<file path="src/rtl/nn_div_sequencer.sv">
`default_nettype none
// ============================================================================
// Module      : nn_div_sequencer
// Description : Front-end sequencer for the 16-iteration non-restoring
//               divisor. Accepts signed numerator/denominator pairs, runs the
//               divisor START/Finish handshake, applies sign correction to the
//               magnitude quotient and presents the signed result downstream.
//               Optional feature macro: DIV_ZERO_BYPASS_EN (zero-denominator
//               bypass straight to the output with an error flag).
// Revision    : 1.0 - initial release
// ============================================================================
module nn_div_sequencer #(
  parameter int DATA_W  = 32,
  parameter int TIMEOUT = 64
) (
  input  logic              CLOCK,
  input  logic              reset,
  input  logic              in_valid,
  output logic              in_ready,
  input  logic [DATA_W-1:0] in_num,
  input  logic [DATA_W-1:0] in_den,
  output logic              out_valid,
  input  logic              out_ready,
  output logic [DATA_W-1:0] out_quot,
  output logic              out_err,
  output logic              busy,
  output logic [DATA_W-1:0] div_top,
  output logic [DATA_W-1:0] div_divisor,
  output logic              div_start,
  output logic              div_reset,
  input  logic              div_finish,
  input  logic [DATA_W-1:0] div_quotient
);

  localparam int TIMER_W = $clog2(TIMEOUT + 1);

  typedef enum logic [2:0] {
    S_IDLE   = 3'd0,
    S_LAUNCH = 3'd1,
    S_WAIT   = 3'd2,
    S_ACK    = 3'd3,
    S_ABORT  = 3'd4,
    S_DRAIN  = 3'd5,
    S_OUT    = 3'd6
  } state_t;

  state_t              state, state_n;
  logic [TIMER_W-1:0]  timer, timer_n;
  logic                sign, sign_n;
  logic [DATA_W-1:0]   q, q_n;
  logic                err, err_n;
  logic [DATA_W-1:0]   top_r, top_n;
  logic [DATA_W-1:0]   dvs_r, dvs_n;
  logic [DATA_W-1:0]   quot_r, quot_n;
  logic                oerr_r, oerr_n;

  // State and datapath registers; reset abandons any operation in flight.
  always_ff @(posedge CLOCK) begin
    if (reset) begin
      state  <= S_IDLE;
      timer  <= '0;
      sign   <= 1'b0;
      q      <= '0;
      err    <= 1'b0;
      top_r  <= '0;
      dvs_r  <= '0;
      quot_r <= '0;
      oerr_r <= 1'b0;
    end else begin
      state  <= state_n;
      timer  <= timer_n;
      sign   <= sign_n;
      q      <= q_n;
      err    <= err_n;
      top_r  <= top_n;
      dvs_r  <= dvs_n;
      quot_r <= quot_n;
      oerr_r <= oerr_n;
    end
  end

  // Next-state and next-datapath logic for the handshake sequence.
  always_comb begin
    state_n = state;
    timer_n = timer;
    sign_n  = sign;
    q_n     = q;
    err_n   = err;
    top_n   = top_r;
    dvs_n   = dvs_r;
    quot_n  = quot_r;
    oerr_n  = oerr_r;
    case (state)
      S_IDLE: begin
        if (in_valid) begin
          top_n  = in_num;
          dvs_n  = in_den;
          // Divisor treats bit 15 of the denominator as its sign bit.
          sign_n = in_num[DATA_W-1] ^ in_den[15];
          err_n  = 1'b0;
          q_n    = '0;
`ifdef DIV_ZERO_BYPASS_EN
          if (in_den[15:0] == 16'd0) begin
            // Saturate towards the numerator's sign without touching the divisor.
            quot_n  = in_num[DATA_W-1] ? {1'b1, {(DATA_W-2){1'b0}}, 1'b1}
                                       : {1'b0, {(DATA_W-1){1'b1}}};
            oerr_n  = 1'b1;
            state_n = S_OUT;
          end else begin
            state_n = S_LAUNCH;
          end
`else
          state_n = S_LAUNCH;
`endif
        end
      end
      S_LAUNCH: begin
        timer_n = '0;
        state_n = S_WAIT;
      end
      S_WAIT: begin
        // Finish wins over a simultaneous timeout.
        if (div_finish) begin
          q_n     = div_quotient;
          state_n = S_ACK;
        end else if (timer == TIMER_W'(TIMEOUT - 1)) begin
          err_n   = 1'b1;
          q_n     = '0;
          state_n = S_ABORT;
        end else begin
          timer_n = timer + 1'b1;
        end
      end
      S_ACK:   state_n = S_DRAIN;
      S_ABORT: state_n = S_DRAIN;
      S_DRAIN: begin
        // Wait for Finish to drop so the next launch cannot see a stale one.
        if (!div_finish) begin
          quot_n  = sign ? (~q + 1'b1) : q;
          oerr_n  = err;
          state_n = S_OUT;
        end
      end
      S_OUT: begin
        if (out_ready) state_n = S_IDLE;
      end
      default: state_n = S_IDLE;
    endcase
  end

  assign in_ready    = (state == S_IDLE);
  assign busy        = (state != S_IDLE);
  assign out_valid   = (state == S_OUT);
  assign out_quot    = quot_r;
  assign out_err     = oerr_r;
  assign div_top     = top_r;
  assign div_divisor = dvs_r;
  assign div_start   = (state == S_LAUNCH) || (state == S_ACK);
  assign div_reset   = (state == S_ABORT);

endmodule
`default_nettype wire

</file>
<file path="config.mk">
export PLATFORM = sky130hd
export DESIGN_NAME = nn_div_sequencer
export DESIGN_NICKNAME = d
export VERILOG_FILES = /design/src/rtl/nn_div_sequencer.sv
export SDC_FILE = /design/constraint.sdc
export NUM_CORES = 1
export LEC_CHECK = 0
export ABC_AREA = 1
export CORE_MARGIN = 8
export CORE_UTILIZATION = 42
export CTS_CLUSTER_DIAMETER = 40
export DETAILED_ROUTE_END_ITERATION = 10
export GPL_TIMING_DRIVEN = 0
export HOLD_SLACK_MARGIN = 0.1
export PLACE_DENSITY = 0.81
export SLEW_MARGIN = 40
export SYNTH_ARGS = -nofsm -noshare
export SYNTH_HDL_FRONTEND = slang
export SYNTH_SLANG_ARGS = --single-unit
</file>
<file path="constraint.sdc">
create_clock -name CLOCK -period 1.4 [get_ports CLOCK]
set_input_delay 0.28 -clock CLOCK [delete_from_list [all_inputs] [get_ports CLOCK]]
set_output_delay 0.28 -clock CLOCK [all_outputs]
set_load 0.02 [all_outputs]
</file>
==> results of run 1 <==
==> report_power, final <==
| part | internal (W) | switching, W |
|---|---|---|
| Combinational | 0.00440 | 0.00590 |
| Sequential | 0.00486 | 0.000667 |
| Clock | 0.00266 | 0.00170 |
==> metal layers <==
layer  share of wire  GRT usage  routed length, µm
met4           0.045    0.09294               1251
met3            0.13     0.1156               3447
met2            0.49     0.4373              13620
met5               0          0                  0
met1            0.34     0.2754               9239
==> tightest hold or removal path, stage by stage <==
cell	delay, ps
clkdlybuf4s50_1	390
nand2_1	60
a21oi_1	60
==> flip-flops by register name, indices dropped and copies added (netlist names), 3 cells and up <==
signal / count
div_divisor: 32
div_top: 32
out_quot: 32
q: 32
timer: 7
state: 3
==> placed cells by master (no fill, tap or decap), types with 23 or more instances in the layout <==
cell type / Yosys / layout
clkdlybuf4s50_1: 0 / 99
nand2_2: 3 / 29
clkbuf_16: 0 / 23
buf_4: 3 / 34
o21ai_0: 90 / 49
nor2_1: 199 / 100
clkbuf_2: 0 / 41
nor2_4: 3 / 80
buf_6: 6 / 30
clkdlybuf4s15_1: 0 / 38
nand3_1: 38 / 33
a21oi_2: 0 / 39
dfxtp_1: 141 / 123
nand2_1: 177 / 128
o21ai_2: 1 / 23
nand2_4: 1 / 23
nor2_2: 5 / 28
inv_1: 64 / 55
==> logic make-up after synthesis <==
| logic type | count (synthesis) |
|---|---|
| flops | 141 |
| simple gates | 451 |
| xor+xnor | 11 |
| buf+inv | 116 |
| compound gates | 165 |
| fa+ha+maj | 2 |
==> path summary, 6_finish.rpt <==
check | slack, ps | from | to | depth (start not counted)
setup reg to reg | -250 | state[1] | out_quot[14] | 13
setup / recovery | -250 | state[1] | div_reset | 6
hold / removal | 410 | div_quotient[23] | q[23] | 3
hold reg to reg | 470 | div_divisor[15] | div_divisor[15] | 2
==> repair_timing <==
item / in CTS / in global routing
hold endpoints to repair: 0 / 0
gates resized for setup: 435 / 346
pin swaps: 52 / 73
buffers inserted: 35 / 24
setup endpoints to repair: 241 / 213
cloned: 15 / 4
==> layout make-up <==
type,instances,share of cell area
Clock inverter,5,0.005081
Timing Repair Buffer,276,0.2402
Buffer,45,0.04120
Tap cell,184,0.02032
Sequential cell,141,0.2518
Multi-Input combinational cell,630,0.3701
Inverter,71,0.02662
Clock buffer,25,0.04462
==> metrics by stage <==
step | total power [W] | area (µm²) | worst slack (ps) | instances
final | 0.02018 | 11330 | -252.1 | 1377
after global routing | 0.02105 | 11330 | -347.4 | 1377
after CTS | 0.01853 | 10370 | -174.3 | 1351
after detailed placement | 0.01205 | 8532 | -548.0 | 1271
after global placement | 0.01197 | 8532 | -532.8 | 1271
after floorplan | 0.009329 | 6290 | -100.0 | 886
==> reports/results.tsv, run 1 <==
stage	metric	value	unit
status	outcome	finished, violations left	
status	violations	setup timing	
setup_path	crit_required	1120	ps
sta	fmax	0.6053	GHz
setup_path	endpoint_kind	output pin	
synth	ys_seq_area_frac	0.4552	
setup_path	path_buf_inv	4	
routing	wl_per_cell	20.01	µm
setup_path	cp_common_cell	buf_6	
final_layout	drive_gt1_frac	0.3948	
synth	synth_area_per_cell	6.999	µm²
synth	synth_cells	886	
sta	grt_setup_unrepaired	true	
power	power_density	1781	nW/µm²
synth	ys_ff_latch	141	
synth	synth_top_family_by_area	simple AND/OR/NAND/NOR gates	
synth	synth.distinct_cells	37	
sta	holdWs	414.8	ps
global_route	gr-total-overflow	0	
routing	vias	7586	
final_layout	antenna_cells	0	
final_layout	multi_input_area	4193	µm²
cts	path_clk_slew	60	ps
power	ir_drop	1.303	mV
die	start_util	0.4283	
synth	syn_nets	989	
routing	ant_nets	0	
cts	cts-root-buf	clkbuf_16	
cts	h-tree-depth	4	
place	gp_congestion	0.9054	
sta	drv_slew	0	
routing	vias_per_cell	5.509	
routing	finalWirelength	27560	µm
synth	synth_mux_area_frac	0	
die	core_area	14480	µm²
die	ioPinCount	203	
setup_path	worstPathCellList	inv_8 > nand2_4 > buf_4 > buf_6 > nor2_4 > buf_6	
sta	relSlewSlack	0.4512	
cts	cts_tree	yes	
global_route	grt_pass1_wl	37360	µm
setup_path	crit_fanout	5	
sta	period_share	1.180	
die	die_w	137.5	µm
place	port_buffers	201	
die	dieArea	18910	µm²
sta	finalHoldViolCount	0	
synth	synth_most_common_cell	nor2_1	
cts	clock_path_buffers	2	
synth	synthSimpleGateAreaFrac	0.3035	
cts	cts_buffers	17	
global_route	grt_pass1_vias	7189	
setup_path	critical_path.slowest_cell	dfxtp_4	
synth	yosys.area.top_type	dfxtp_1	
setup_path	worstSetupPathType	flop to output pin	
sta	worst_clock_skew	6.626	ps
final_layout	final_core_util	0.7824	
synth	synth_common_cells	199 x nor2_1, 177 x nand2_1, 141 x dfxtp_1, 90 x o21ai_0, 64 x inv_1	
sta	setup_viol_count_final	144	
final_layout	fillers	874	
final_layout	area_growth	82.69	%
cts	clkLatencyLatePin	420	ps
run	drv_cap	0	
synth	synth_top_area_share	0.4552	
place	dp_hpwl	15570	µm
setup_path	critPathTopFamily	buffers and inverters	
global_route	grt_max_degree	17	
final_layout	fin_nets	1285	
setup_path	cp-start-kind	flop	
global_route	gr-usage-all-layers	0.2569	
sta	finalWorstSetupSlack	-252.1	ps
synth	ys.flop_type	dfxtp_1	
die	dieHeight	137.5	µm
routing	drt_iter0_markers	624	
cts	hold_buffers	0	
setup_path	slowest_delay	370	ps
synth	synth_xor_xnor_area_share	0.01554	
sta	worstMarginPinSlew	823.2	ps
synth	yosysWarningCount	0	
power	p_leak	4.791	nW
synth	syn_area	6201	µm²
cts	cts_sinks	141	
sta	min_period	1652	ps
synth	synth_area_leaders	dfxtp_1 46%, nor2_1 12%, nand2_1 11%, o21ai_0 7.3%, a21oi_1 4.5%	
routing	drc	0	
routing	first_pass_iters	6	
synth	synth_compound_area_frac	0.1404	
synth	async_flop_share	0	
sta	finalSetupTns	-24410	ps
global_route	antenna_found_initial	0	
final_layout	register_area	2853	µm²
min_path	min-delay-path-class	primary input to flop	
setup_path	cp.arrival	1370	ps
die	rows	44	
synth	synth_edf_count	0	
synth	synth_fa_ha_area_frac	0.004036	
(Power assumes the default switching activity.)
==> inputs of run 2 (changes only) <==
--- a/config.mk
+++ b/config.mk
@@ -7,12 +7,13 @@
 export LEC_CHECK = 0
 export ABC_AREA = 1
 export CORE_MARGIN = 8
-export CORE_UTILIZATION = 42
+export CORE_UTILIZATION = 50
 export CTS_CLUSTER_DIAMETER = 40
 export DETAILED_ROUTE_END_ITERATION = 10
+export DONT_BUFFER_PORTS = 1
 export GPL_TIMING_DRIVEN = 0
 export HOLD_SLACK_MARGIN = 0.1
-export PLACE_DENSITY = 0.81
+export PLACE_DENSITY = 0.72
 export SLEW_MARGIN = 40
 export SYNTH_ARGS = -nofsm -noshare
 export SYNTH_HDL_FRONTEND = slang
==> run 2 against run 1 <==
Net effect: the flow still finishes with violations (setup timing); die area fell by 14%; sequential power grew 18%; final area shrank 14%; largest power group unchanged; highest routed layer unchanged.
==> reports/results.tsv, run 2 (same netlist as run 1, synthesis figures left out) <==
stage	metric	value	unit	change
setup_path	critical_path.slowest_cell	dfxtp_4		
setup_path	worstPathCellList	inv_4 > nand2_4 > nor2_4 > inv_6 > nor2_8 > inv_6 > buf_12 > o31ai_4 > nand2_1 > nand2_1 > a21oi_1		
cts	clock_path_buffers	2		unchanged
status	violations	setup timing		
run	drv_cap	0		unchanged
place	dp.cells	1054		-17%
sta	worstMarginPinSlew	806.2	ps	-17.04 ps
final_layout	fin_nets	1160		-9.7%
setup_path	crit_required	1670	ps	+550 ps
setup_path	worstSetupPathType	flop to flop		
setup_path	r2r_end	err		
min_path	min_delay_worst_endpoint	div_divisor[15]		
sta	min_period	1762	ps	+109.8 ps
sta	drv_slew	0		unchanged
sta	grt_setup_unrepaired	true		
place	dp_hpwl	14140	µm	-9.2%
power	power_density	1879	nW/µm²	+5.5%
sta	fmax	0.5676	GHz	-6.2%
final_layout	drive_gt1_frac	0.2654		-0.1294
place	gp_congestion	0.9058		about the same
setup_path	path_buf_inv	4		unchanged
global_route	gr-usage-all-layers	0.3020		+0.04507
min_path	hold_start	in_den[15]		
routing	drc	0		unchanged
place	port_buffers	0		-100%
cts	cts_tree	yes		
power	p_leak	4.083	nW	-15%
final_layout	instances_no_fill	1240		-9.9%
final_layout	final_cell_mix	148 x nand2_1, 133 x dfxtp_1, 129 x nor2_1		
setup_path	crit-reg2reg-launch	state[0]		
die	core_area	12060	µm²	-17%
die	rows	40		-9.1%
final_layout	area_growth	56.92	%	
status	outcome	finished, violations left		
final_layout	final_common_cell	nand2_1		
routing	vias	7047		-7.1%
setup_path	path_depth	11		+5
die	die_w	127.4	µm	-7.4%
min_path	min-delay-path-class	primary input to flop		
sta	period_share	1.259		+0.07844
sta	finalHoldViolCount	0		unchanged
cts	h-tree-depth	4		unchanged
global_route	grt_max_degree	17		unchanged
die	dieHeight	127.4	µm	-7.4%
cts	cts-root-buf	clkbuf_16		
global_route	grt_pass1_wl	38300	µm	+2.5%
cts	clkLatencyLatePin	420	ps	about the same
sta	worst_clock_skew	5.558	ps	-1.068 ps
sta	setup_viol_count_final	146		+1.4%
setup_path	crit_fanout	8		+3
setup_path	cp-start-kind	flop		
routing	ant_nets	0		unchanged
setup_path	slowest_delay	360	ps	about the same
die	start_util	0.5141		+0.08583
routing	wl_per_cell	20.96	µm	+4.7%
setup_path	r2r_cells	11		-2
die	dieArea	16220	µm²	-14%
global_route	gr-total-overflow	0		unchanged
cts	cts_buffers	17		unchanged
routing	finalWirelength	25990	µm	-5.7%
routing	vias_per_cell	5.683		+3.2%
power	ir_drop	1.174	mV	-9.9%
setup_path	endpoint_kind	flop		
setup_path	cp.arrival	2030	ps	+660 ps
die	ioPinCount	203		unchanged
global_route	grt_pass1_vias	6949		-3.3%
routing	drt_iter0_markers	581		-6.9%
sta	relSlewSlack	0.4626		+0.01136
sta	finalWorstSetupSlack	-361.9	ps	-109.8 ps
setup_path	regToRegSetupSlack	-360	ps	-110 ps
routing	first_pass_iters	5		-1
min_path	holdPathStages	4		+1
global_route	antenna_found_initial	2		+2
sta	finalSetupTns	-37580	ps	-13170 ps
cts	cts_sinks	141		unchanged
setup_path	critPathTopFamily	simple AND/OR/NAND/NOR gates		
cts	path_clk_slew	60	ps	about the same
## run 2: metrics by stage
step	utilization	hold slack, ps	power (W)	setup slack (ps)	instance area, µm²
after floorplan	-	414.9	0.009329	-100.0	6290
after global placement	0.5389	416.7	0.01036	-342.6	6500
after detailed placement	0.5389	421.9	0.01039	-356.2	6500
after CTS	0.7763	138.7	0.01702	-204.2	9364
after global routing	0.8067	153.2	0.01901	-397.6	9731
final	0.8067	152.4	0.01828	-361.9	9731
## run 2: area by class of cell
| class | instances | area (µm²) |
|---|---|---|
| antenna | 2 | 5.005 |
| buffer | 44 | 432.9 |
| clock buffer | 21 | 450.4 |
| clock inverter | 11 | 118.9 |
| fill | 692 | 2331 |
| inverter | 71 | 291.5 |
| multi-input combinational | 630 | 3672 |
| sequential | 141 | 2840 |
| tap | 168 | 210.2 |
| timing repair buffer | 152 | 1709 |
## run 2: power breakdown
part,switching (W),internal (W),total [W]
logic,0.00424,0.00312,0.00736
clock network,0.00176,0.00266,0.00441
registers,0.00165,0.00486,0.00650
total,0.00764,0.0106,0.0183
## run 2: how the worst max path moves through the flow
stage	startpoint	end	slack (ps)
after floorplan	state[0]	err	-100
after global placement	state[0]	sign	-340
after detailed placement	state[0]	div_divisor[23]	-360
after CTS	state[1]	out_valid	-200
after global routing	state[0]	err	-400
final	state[0]	err	-360
## run 2: timing repair
| action | in CTS | in global routing |
|---|---|---|
| hold endpoints to repair | 98 | 0 |
| setup endpoints to repair | 144 | 146 |
| pin swaps | 35 | 25 |
| hold buffers | 96 | 0 |
| setup buffers | 34 | 7 |
| resized for setup | 217 | 100 |
| cloned | 14 | 3 |
## run 2: tightest hold or removal path, cell delays in order
cell and delay [ps]:
inv_1 70, nor2_4 50, inv_2 70, a21oi_2 50
## run 2: layer usage
layer  part of all wire  up-vias  global-route usage
met3               0.11      137              0.1044
met2               0.48      457              0.5217
met1               0.35     3243              0.3211
met4              0.057        0              0.1547
li1                   -     3210                   -
met5                  0        -                   0
==> inputs of run 3 (changes only) <==
--- a/config.mk
+++ b/config.mk
@@ -6,12 +6,11 @@
 export NUM_CORES = 1
 export LEC_CHECK = 0
 export ABC_AREA = 1
-export CORE_MARGIN = 8
+export CORE_MARGIN = 5
 export CORE_UTILIZATION = 50
 export CTS_CLUSTER_DIAMETER = 40
 export DETAILED_ROUTE_END_ITERATION = 10
 export DONT_BUFFER_PORTS = 1
-export GPL_TIMING_DRIVEN = 0
 export HOLD_SLACK_MARGIN = 0.1
 export PLACE_DENSITY = 0.72
 export SLEW_MARGIN = 40
==> run 3 against run 2 <==
Net effect: the flow still finishes with violations (setup timing); non-clock buffer count increased by 57; via count increased by 12%; clock skew increased by 3.6 ps; power increased by 14%; register-to-register slack got worse by 120 ps; critical path depth decreased by 1; worst setup slack got worse by 120 ps; sequential power increased by 3%; critical path type unchanged; highest routed layer is now met5.
==> reports/results.tsv, run 3 (same netlist as run 1, synthesis figures left out) <==
stage	metric	value	unit	change
setup_path	slowest_delay	370	ps	about the same
die	die_w	121.4	µm	-4.7%
sta	finalHoldViolCount	0		unchanged
power	total_power	0.02077	W	+14%
die	dieArea	14730	µm²	-9.2%
final_layout	area_growth	77.70	%	
global_route	grt_pass1_wl	34120	µm	-11%
global_route	grt_pass1_vias	6696		-3.6%
final_layout	fin_nets	1216		+4.8%
setup_path	path_buf_inv	5		+1
status	outcome	finished, violations left		
final_layout	final_common_cell	nor2_1		
setup_path	worstPathCellList	inv_4 > nand2_4 > nor2_4 > inv_4 > nor2_8 > buf_6 > buf_12 > buf_12 > o21ai_2 > nor2_1		
cts	cts_tree	yes		
min_path	min-delay-path-class	primary input to flop		
setup_path	endpoint_kind	flop		
routing	wl_per_cell	24.15	µm	+15%
die	ioPinCount	203		unchanged
power	p_leak	4.693	nW	+15%
sta	worst_clock_skew	9.119	ps	+3.561 ps
die	core_area	12060	µm²	unchanged
sta	holdWs	148.9	ps	-3.579 ps
setup_path	cp.arrival	2190	ps	+160 ps
global_route	grt_max_degree	67		+50
place	dp.cells	1096		+4.0%
cts	clkLatencyLatePin	440	ps	+20 ps
routing	vias	7882		+12%
power	ir_drop	1.429	mV	+22%
cts	cts-root-buf	clkbuf_16		
sta	relSlewSlack	0.6410		+0.1784
routing	vias_per_cell	6.072		+6.9%
cts	clock_path_buffers	2		unchanged
status	violations	setup timing		
place	dp_hpwl	12390	µm	-12%
die	rows	40		unchanged
setup_path	cp-start-kind	flop		
setup_path	crit_fanout	6		-2
routing	first_pass_iters	6		+1
sta	min_period	1886	ps	+123.8 ps
sta	fmax	0.5303	GHz	-6.6%
sta	period_share	1.347		+0.08842
sta	setup_viol_count_final	146		unchanged
routing	drt_iter0_markers	873		+50%
power	power_density	1885	nW/µm²	+0.34%
cts	path_clk_slew	70	ps	about the same
global_route	gr-usage-all-layers	0.2951		-0.006928
sta	grt_setup_unrepaired	true		
routing	drc	0		unchanged
cts	cts_sinks	141		unchanged
die	start_util	0.5141		unchanged
final_layout	final_cell_mix	137 x nor2_1, 122 x dfxtp_1, 117 x nand2_1		
routing	ant_nets	0		unchanged
place	gp_congestion	0.9366		+3.4%
die	dieHeight	121.4	µm	-4.7%
sta	finalWorstSetupSlack	-485.7	ps	-123.8 ps
setup_path	critPathTopFamily	simple AND/OR/NAND/NOR gates		
sta	worstMarginPinSlew	532.9	ps	-273.3 ps
final_layout	instances_no_fill	1298		+4.7%
routing	finalWirelength	31350	µm	+21%
setup_path	crit_required	1700	ps	+30 ps
global_route	antenna_found_initial	3		+1
place	port_buffers	0		unchanged
setup_path	critical_path.slowest_cell	dfxtp_4		
final_layout	final_core_util	0.9136		+0.1068
setup_path	worstSetupPathType	flop to flop		
cts	cts_buffers	17		unchanged
global_route	gr-total-overflow	0		unchanged
run	drv_cap	0		unchanged
sta	drv_slew	0		unchanged
cts	h-tree-depth	4		unchanged
final_layout	drive_gt1_frac	0.4325		+0.1671
## run 3: cell type report
cell class                 instances  area, µm²
clock inverter                    15      210.2
timing repair buffer             253       2883
antenna                            4      10.01
sequential                       141       2869
fill                             436       1042
tap                              168      210.2
inverter                          71      301.5
clock buffer                      17      425.4
multi-input combinational        629       4110
## run 3: through the flow
step / TNS, ps / setup WS (ps) / cell area [µm²]
final: -21910 / -485.7 / 11020
after floorplan: -3356 / -100.0 / 6290
after detailed placement: -2355 / -96.61 / 7061
after global routing: -28350 / -534.4 / 11010
after global placement: -837.5 / -64.42 / 7061
after CTS: -3155 / -141.4 / 9126
## run 3: metal layers
layer | vias to the layer above | global-route usage | part of all wire
met5 | - | 0 | 0.00041
met4 | 2 | 0.1611 | 0.087
met3 | 256 | 0.1077 | 0.11
met2 | 638 | 0.4888 | 0.48
met1 | 3676 | 0.3280 | 0.32
li1 | 3310 | - | -
## run 3: tightest hold or removal path, stage by stage
cell and delay (ps):
nand2_4 30, nand3_4 80, nor3_2 50, nor2_1 90
## run 3: timing repair
item / in CTS / in global routing
hold endpoints to repair: 112 / 0
pin swaps: 17 / 111
cloned: 5 / 20
hold buffers: 98 / 0
endpoints found under the setup margin: 83 / 145
resized for setup: 68 / 412
buffers inserted: 13 / 36
## run 3: path summary, 6_finish.rpt
| kind | depth (start not counted) | from | slack [ps] | end |
|---|---|---|---|---|
| max | 10 | state[0] | -490 | div_top[30] |
| max reg2reg | 10 | state[0] | -490 | div_top[30] |
| min reg2reg | 2 | q[18] | 490 | q[18] |
| min | 4 | div_finish | 150 | state[1] |
## run 3: report_power, final
part / switching (W) / leakage [nW] / internal (W) / total (W)
combinational: 0.00504 / 3.24 / 0.00408 / 0.00912
sequential: 0.00183 / 1.16 / 0.00486 / 0.00669
clock: 0.00196 / 0.293 / 0.00301 / 0.00496
total: 0.00883 / 4.69 / 0.0119 / 0.0208
